==> config.mk <==
export PLATFORM = sky130hd
export DESIGN_NAME = shf_share_arb
export DESIGN_NICKNAME = d
export VERILOG_FILES = /design/src/rtl/shf_share_arb.sv
export SDC_FILE = /design/constraint.sdc
export NUM_CORES = 1
export LEC_CHECK = 0
export BUFFER_PORTS_ARGS = -buffer_cell sky130_fd_sc_hd__buf_4
export CAP_MARGIN = 30
export CORE_MARGIN = 2
export CORE_UTILIZATION = 48
export DETAILED_ROUTE_END_ITERATION = 10
export GPL_ROUTABILITY_DRIVEN = 0
export GPL_TIMING_DRIVEN = 0
export PLACE_DENSITY = 0.74
export SLEW_MARGIN = 20
export SYNTH_ARGS = -nofsm -noshare
export SYNTH_HDL_FRONTEND = slang
export SYNTH_SLANG_ARGS = --single-unit
==> constraint.sdc <==
create_clock -name i_clk -period 6.2 [get_ports i_clk]
set_input_delay 1.55 -clock i_clk [delete_from_list [all_inputs] [get_ports i_clk]]
set_output_delay 1.55 -clock i_clk [all_outputs]
set_load 0.005 [all_outputs]
==> src/rtl/shf_share_arb.sv <==
// Two-requester round-robin arbiter in front of one logical right shifter with sticky.
// One registered result slot; accepts whenever the slot is empty or draining.
module shf_share_arb #(
   parameter int SIZE_DATA  = 24,
   parameter int SIZE_SHIFT = 5
) (
   input  logic                  i_clk,
   input  logic                  i_rst,
   input  logic                  i_valid0,
   output logic                  o_ready0,
   input  logic [SIZE_DATA-1:0]  i_data0,
   input  logic [SIZE_SHIFT-1:0] i_shift_number0,
   input  logic                  i_valid1,
   output logic                  o_ready1,
   input  logic [SIZE_DATA-1:0]  i_data1,
   input  logic [SIZE_SHIFT-1:0] i_shift_number1,
   output logic                  o_valid,
   input  logic                  i_ready,
   output logic [SIZE_DATA-1:0]  o_data,
   output logic                  o_sticky,
   output logic                  o_tag
);

   // Padding below the operand is as wide as the largest shift, so no shifted-out bit is lost.
   localparam int PAD_W = 1 << SIZE_SHIFT;
   localparam int EXT_W = SIZE_DATA + PAD_W;

   // Returns {sticky, shifted}; amounts >= SIZE_DATA naturally give zero data.
   function automatic logic [SIZE_DATA:0] shift_sticky(
      input logic [SIZE_DATA-1:0]  data,
      input logic [SIZE_SHIFT-1:0] amt
   );
      logic [EXT_W-1:0] ext;
      ext = {data, {PAD_W{1'b0}}} >> amt;
      return {|ext[PAD_W-1:0], ext[EXT_W-1 -: SIZE_DATA]};
   endfunction

   logic                  valid_q,  valid_d;
   logic [SIZE_DATA-1:0]  data_q,   data_d;
   logic                  sticky_q, sticky_d;
   logic                  tag_q,    tag_d;
   logic                  ptr_q,    ptr_d;

   logic                  can_acc;
   logic                  both_vld;
   logic                  grant0, grant1;
   logic                  rdy0, rdy1;
   logic [SIZE_DATA-1:0]  sel_data;
   logic [SIZE_SHIFT-1:0] sel_shift;
   logic [SIZE_DATA:0]    shf_res;

   // Grant and shift (combinational)
   always_comb begin
      can_acc   = ~valid_q | i_ready;
      both_vld  = i_valid0 & i_valid1;
      grant0    = i_valid0 & (~i_valid1 | ~ptr_q);
      grant1    = i_valid1 & (~i_valid0 |  ptr_q);
      rdy0      = grant0 & can_acc & ~i_rst;
      rdy1      = grant1 & can_acc & ~i_rst;
      sel_data  = rdy1 ? i_data1 : i_data0;
      sel_shift = rdy1 ? i_shift_number1 : i_shift_number0;
      shf_res   = shift_sticky(sel_data, sel_shift);
   end

   always_comb begin
      valid_d  = valid_q;
      data_d   = data_q;
      sticky_d = sticky_q;
      tag_d    = tag_q;
      ptr_d    = ptr_q;
      if (rdy0 | rdy1) begin
         valid_d  = 1'b1;
         data_d   = shf_res[SIZE_DATA-1:0];
         sticky_d = shf_res[SIZE_DATA];
         tag_d    = rdy1;
         if (both_vld) begin
            ptr_d = ~rdy1;
         end
      end else if (valid_q & i_ready) begin
         valid_d = 1'b0;
      end
   end

   // Result register
   always_ff @(posedge i_clk) begin
      if (i_rst) begin
         valid_q  <= 1'b0;
         data_q   <= '0;
         sticky_q <= 1'b0;
         tag_q    <= 1'b0;
         ptr_q    <= 1'b0;
      end else begin
         valid_q  <= valid_d;
         data_q   <= data_d;
         sticky_q <= sticky_d;
         tag_q    <= tag_d;
         ptr_q    <= ptr_d;
      end
   end

   assign o_ready0 = rdy0;
   assign o_ready1 = rdy1;
   assign o_valid  = valid_q;
   assign o_data   = data_q;
   assign o_sticky = sticky_q;
   assign o_tag    = tag_q;

endmodule

==> results of run 1 <==
-- flip-flops by register name (all words and copies together), names as in the netlist --
signal    cells
ptr_q         1
o_data       24
o_valid       1
o_tag         1
o_sticky      1
-- cells by family after synthesis --
logic type	synth area share [%]
XOR/XNOR	0.253
AND/OR/NAND/NOR	18.4
flip-flops	16.2
multiplexers	41.7
AO/OA/AOI/OAI	17.8
buffers and inverters	5.61
-- metal layers --
layer,wire (um),track usage (%)
met4,155,5.51
met2,5350,47.5
met3,1000,5.32
met1,4910,40.8
met5,0,0
-- through the flow --
step	hold slack, ps	utilization, %	instances
2_1_floorplan	448	-	390
3_3_place_gp	443	61.8	575
3_5_place_dp	452	61.8	575
4_1_cts	465	62.4	578
5_1_grt	484	62.4	578
6_report	462	62.4	578
-- placed cells by master, fill, tap and decap left out, drive strengths merged, types with 3 or more instances in the layout --
| cell type | count |
|---|---|
| nor2b | 3 |
| a21oi | 17 |
| nand2b | 7 |
| dfxtp | 28 |
| a2111oi | 3 |
| nand4 | 4 |
| a32oi | 3 |
| inv | 4 |
| o31ai | 3 |
| o211ai | 3 |
| a222oi | 3 |
| mux2 | 22 |
| mux2i | 65 |
| o21ai | 8 |
| a31oi | 6 |
| or3 | 3 |
| nor4 | 4 |
| a22oi | 16 |
| a211oi | 9 |
| nand2 | 25 |
| clkbuf | 12 |
| nor3 | 11 |
| and3 | 3 |
| nor2 | 43 |
| nand3 | 20 |
| mux4 | 24 |
| buf | 111 |
-- final cells by class --
class / count / area (um2) / area share [%]
Buffer: 31 / 175 / 4.09
Clock buffer: 3 / 41.3 / 0.963
Inverter: 5 / 18.8 / 0.438
Multi-Input combinational cell: 326 / 2700 / 63.0
Sequential cell: 28 / 561 / 13.1
Tap cell: 96 / 120 / 2.80
Timing Repair Buffer: 89 / 668 / 15.6
-- worst paths after layout --
path | slack (ps) | to | depth (start not counted)
max reg2reg | 3110 | o_sticky$_SDFFE_PP0P_ | 8
max | 1920 | o_ready1 | 6
min reg2reg | 460 | o_data[9]$_SDFFE_PP0P_ | 2
min | 460 | o_data[9]$_SDFFE_PP0P_ | 2
-- where the power goes --
part | total (uW) | switching (uW) | internal, uW
Combinational | 331 | 180 | 151
Sequential | 197 | 6.32 | 191
Clock | 101 | 56.8 | 43.8
-- worst register-to-register path, cell delays in order, from the launching register on --
cell	delay [ps]
dfxtp_1	390
nor2b_1	110
o31ai_1	820
nand2_1	390
nand3_1	190
nand3_1	130
or4b_1	520
o31ai_1	300
a211oi_1	120
==> impl_metrics.ini, run 1 <==
[critical_path]
r2r_start = ptr_q$_SDFFE_PP0P_
cp-start-kind = primary input
crit_arrival_ps = 2730
crit_top_cell = buf_4
cp_max_fo = 10
path_cells = buf_4, and2b_2, nand3_4, inv_2, buf_2, buf_4
critical_path.slowest_cell = buf_2
required_ps = 4650
path_class = primary input to output port
path_buf_inv = 4
cp-end-kind = output port
critPathTopFamily = buffers and inverters
critPathMaxStageDelay_ps = 300
setup.worst_path.start = i_rst

[sta]
maxSlewViolCount = 0
worstMarginPinSlew_ps = 957
fin_worst_skew_ps = 3.23
tns_ps = 0
min_period_ps = 4280
setup_slack_ps = 1920
period_share_pct = 69.1
slew_headroom_pct = 35.7
rsz0062_at_grt = false
finalSetupViolations = 0
max_freq_mhz = 234
final_hold_viol_count = 0

[synth]
ys_seq_area_share_pct = 16.2
synthTopCellsByCount = mux2i_1, nor2_1, dfxtp_1, nand2_1, mux4_2
synth_ff_type = dfxtp_1
synth-seq-cells = 28
synth_edf_count = 0
yosys.cell_types.count = 56
syn-cell-area_um2 = 3460
synthesis.nets = 453
synth-async-reset-ratio_pct = 0
synth-warning-count = 0
synth_top_area_share_pct = 18.8
avgSynthCellArea_um2 = 8.86
yosysMostFrequentCell = mux2i_1
syn_inst = 390
ys_top_cells_by_area = mux2i_1, dfxtp_1, mux4_2, mux2_2, nor2_1
synth_top_area_cell = mux2i_1

[cells_and_area]
final_nets = 547
area_growth_pct = 24.0
diodes = 0
finish.instance_area_um2 = 4290
drive_above_1_share_pct = 34.2
n_fill_cell = 623

[global_route]
antenna_found_initial = 0
grt_pass1_vias = 3477
grtUsageTotal_pct = 29.2
grt_max_degree = 15
grt_pass1_wl_mm = 17.9
grt-ovfl-total = 0

[clocking]
cts_made_buffers = 3
hold_buffers = 0
clkSinkCount = 28
post_cts_buffers = 0
clock_latency_ps = 280
cts_tree = built
cts_resized = 0
htreeDepth = 1
clk_pin_slew_ps = 90
cts_buffer_depth = 2
cts_root_buffer = clkbuf_8

[route]
ant_nets = 0
drt-total-wl_mm = 11.4
vias = 3738
firstDrtPassIters = 10
viasPerCell = 6.47
drc = 0
first_iter_violations = 615
wl_per_cell_um = 19.8

[die]
ios = 92
core-area_um2 = 6870
die_w_um = 88.9
fp.dieArea_um2 = 7900
die_h_um = 88.9
start_util_pct = 50.3
rows = 30

[placed_design]
dpl.hpwl_mm = 9.15
place_area_um2 = 4250
portBuffers = 89
pre_cts_slack_ps = 1840

[run]
max_cap_viol_count = 0

[pwr]
power.total_uw = 629
peakVddDrop_uv = 81.6
power.density_nw_per_um2 = 147
p_leak_uw = 0.00187

[hold_path]
hp-class = flip-flop to flip-flop
hp-start = o_data[9]$_SDFFE_PP0P_

[run_status]
status = completed
(Power assumes the default switching activity.)
==> inputs of run 2 (changes only) <==
--- a/config.mk
+++ b/config.mk
@@ -12,7 +12,7 @@
 export DETAILED_ROUTE_END_ITERATION = 10
 export GPL_ROUTABILITY_DRIVEN = 0
 export GPL_TIMING_DRIVEN = 0
-export PLACE_DENSITY = 0.74
+export PLACE_DENSITY = 0.77
 export SLEW_MARGIN = 20
 export SYNTH_ARGS = -nofsm -noshare
 export SYNTH_HDL_FRONTEND = slang
==> constraint.sdc (replaced) <==
create_clock -name i_clk -period 3.9 [get_ports i_clk]
set_input_delay 0.975 -clock i_clk [delete_from_list [all_inputs] [get_ports i_clk]]
set_output_delay 0.975 -clock i_clk [all_outputs]
set_load 0.005 [all_outputs]
==> run 2 against run 1 <==
Compared with the run above:
- final area is the same
- clock power is 50% higher
- sequential power grew 59%
- critical path type is now primary input to flip-flop
- critical endpoint is now o_sticky$_SDFFE_PP0P_
- largest power group unchanged
==> impl_metrics.ini, run 2 (same netlist as run 1, synthesis figures left out) <==
[pwr]
internal-power_uw = 614
switching_share_pct = 38.2
clkPwrFrac_pct = 15.2
p_sw_uw = 380
power.density_nw_per_um2 = 232
p_leak_uw = 0.00187
combPwrFrac_pct = 53.2
peakVddDrop_uv = 143
seq_power_share_pct = 31.6

[route]
drt-total-wl_mm = 11.6
viasPerCell = 6.61
firstDrtPassIters = 6
drc = 0
wl_per_cell_um = 20.1
first_iter_violations = 500
ant_nets = 0
vias = 3819

[critical_path]
cp-start-kind = primary input
crit_arrival_ps = 3630
cp_max_fo = 7
cp-end-kind = flip-flop
ff2ff_setup_slack_ps = 920
required_ps = 4040
path_class = primary input to flip-flop

[sta]
fin_worst_skew_ps = 5.43
finalSetupViolations = 0
maxSlewViolCount = 0
rsz0062_at_grt = false
max_freq_mhz = 287
worstMarginPinSlew_ps = 862
final_hold_viol_count = 0
slew_headroom_pct = 42.0
tns_ps = 0
period_share_pct = 89.4
min_period_ps = 3480

[clocking]
cts_resized = 0
clock_latency_ps = 270
clk_pin_slew_ps = 80
htreeDepth = 1
cts_made_buffers = 3
hold_buffers = 0
post_cts_buffers = 0
cts_tree = built
clkSinkCount = 28
cts_buffer_depth = 2
cts_root_buffer = clkbuf_8

[global_route]
grt_max_degree = 15
grtUsageTotal_pct = 29.6
antenna_found_initial = 0
grt_pass1_wl_mm = 18.0
grt_pass1_vias = 3567
grt-ovfl-total = 0

[cells_and_area]
area_growth_pct = 24.0
layout_commonest_cell = buf_4
utilization_pct = 62.4
diodes = 0
final_nets = 547
layout_common_cells = buf_4, mux2i_1, nor2_1, dfxtp_1, nand2_1
largest_reg_flops = 24
drive_above_1_share_pct = 34.2

[run_status]
status = completed

[die]
start_util_pct = 50.3
ios = 92
die_h_um = 88.9
die_w_um = 88.9
fp.dieArea_um2 = 7900
rows = 30
core-area_um2 = 6870

[hold_path]
hp-class = flip-flop to flip-flop

[run]
max_cap_viol_count = 0

[placed_design]
dpl.hpwl_mm = 9.23
portBuffers = 89
[run 2: cell counts in the layout (fill, tap and decap cells not counted)]
Identical to the previous run, type by type.
[run 2: area by class of cell]
class                   instances  area [um2]
repair buffers                 89         668
plain buffers                  31         175
clock buffers                   3        41.3
flip-flops and latches         28         561
fillers                       630        2580
inverters                       5        18.8
multi-input cells             326        2700
well taps                      96         120
[run 2: critical path: stages]
cell and delay (ps):
buf_4 120, nor2b_1 160, o31ai_1 750, nand2_1 390, nand3_1 200, nand3_1 120, or4b_1 510, o31ai_1 270
a211oi_1 110
[run 2: final timing paths]
path | startpoint | endpoint | cells after the start
max | i_valid0 | o_sticky$_SDFFE_PP0P_ | 9
min | o_data[12]$_SDFFE_PP0P_ | o_data[12]$_SDFFE_PP0P_ | 2
max reg2reg | o_valid$_SDFFE_PP0P_ | o_sticky$_SDFFE_PP0P_ | 8
min reg2reg | o_data[12]$_SDFFE_PP0P_ | o_data[12]$_SDFFE_PP0P_ | 2
[run 2: metrics by stage]
step	area (um2)	setup WS [ps]	cells	hold slack [ps]	power, uW
global route	4290	187	578	478	1050
finish	4290	415	578	462	993
CTS	4290	519	578	461	983
floorplan	3460	781	390	448	648
global placement	4250	232	575	444	822
detailed placement	4250	267	575	451	832
[run 2: power groups by stage]
| stage | Sequential [uW] | Clock (uW) | Combinational, uW |
|---|---|---|---|
| CTS | 314 | 155 | 515 |
| finish | 314 | 151 | 529 |
| detailed placement | 321 | 0 | 511 |
| floorplan | 321 | 0 | 327 |
| global placement | 320 | 0 | 502 |
| global route | 316 | 163 | 567 |
[run 2: per-layer routing]
metal	vias up	track usage (%)	wire length (um)
met1	1804	41.2	4710
met2	265	49.0	5580
li1	1723	-	-
met5	-	0	0
met4	0	6.47	178
met3	27	3.82	1170
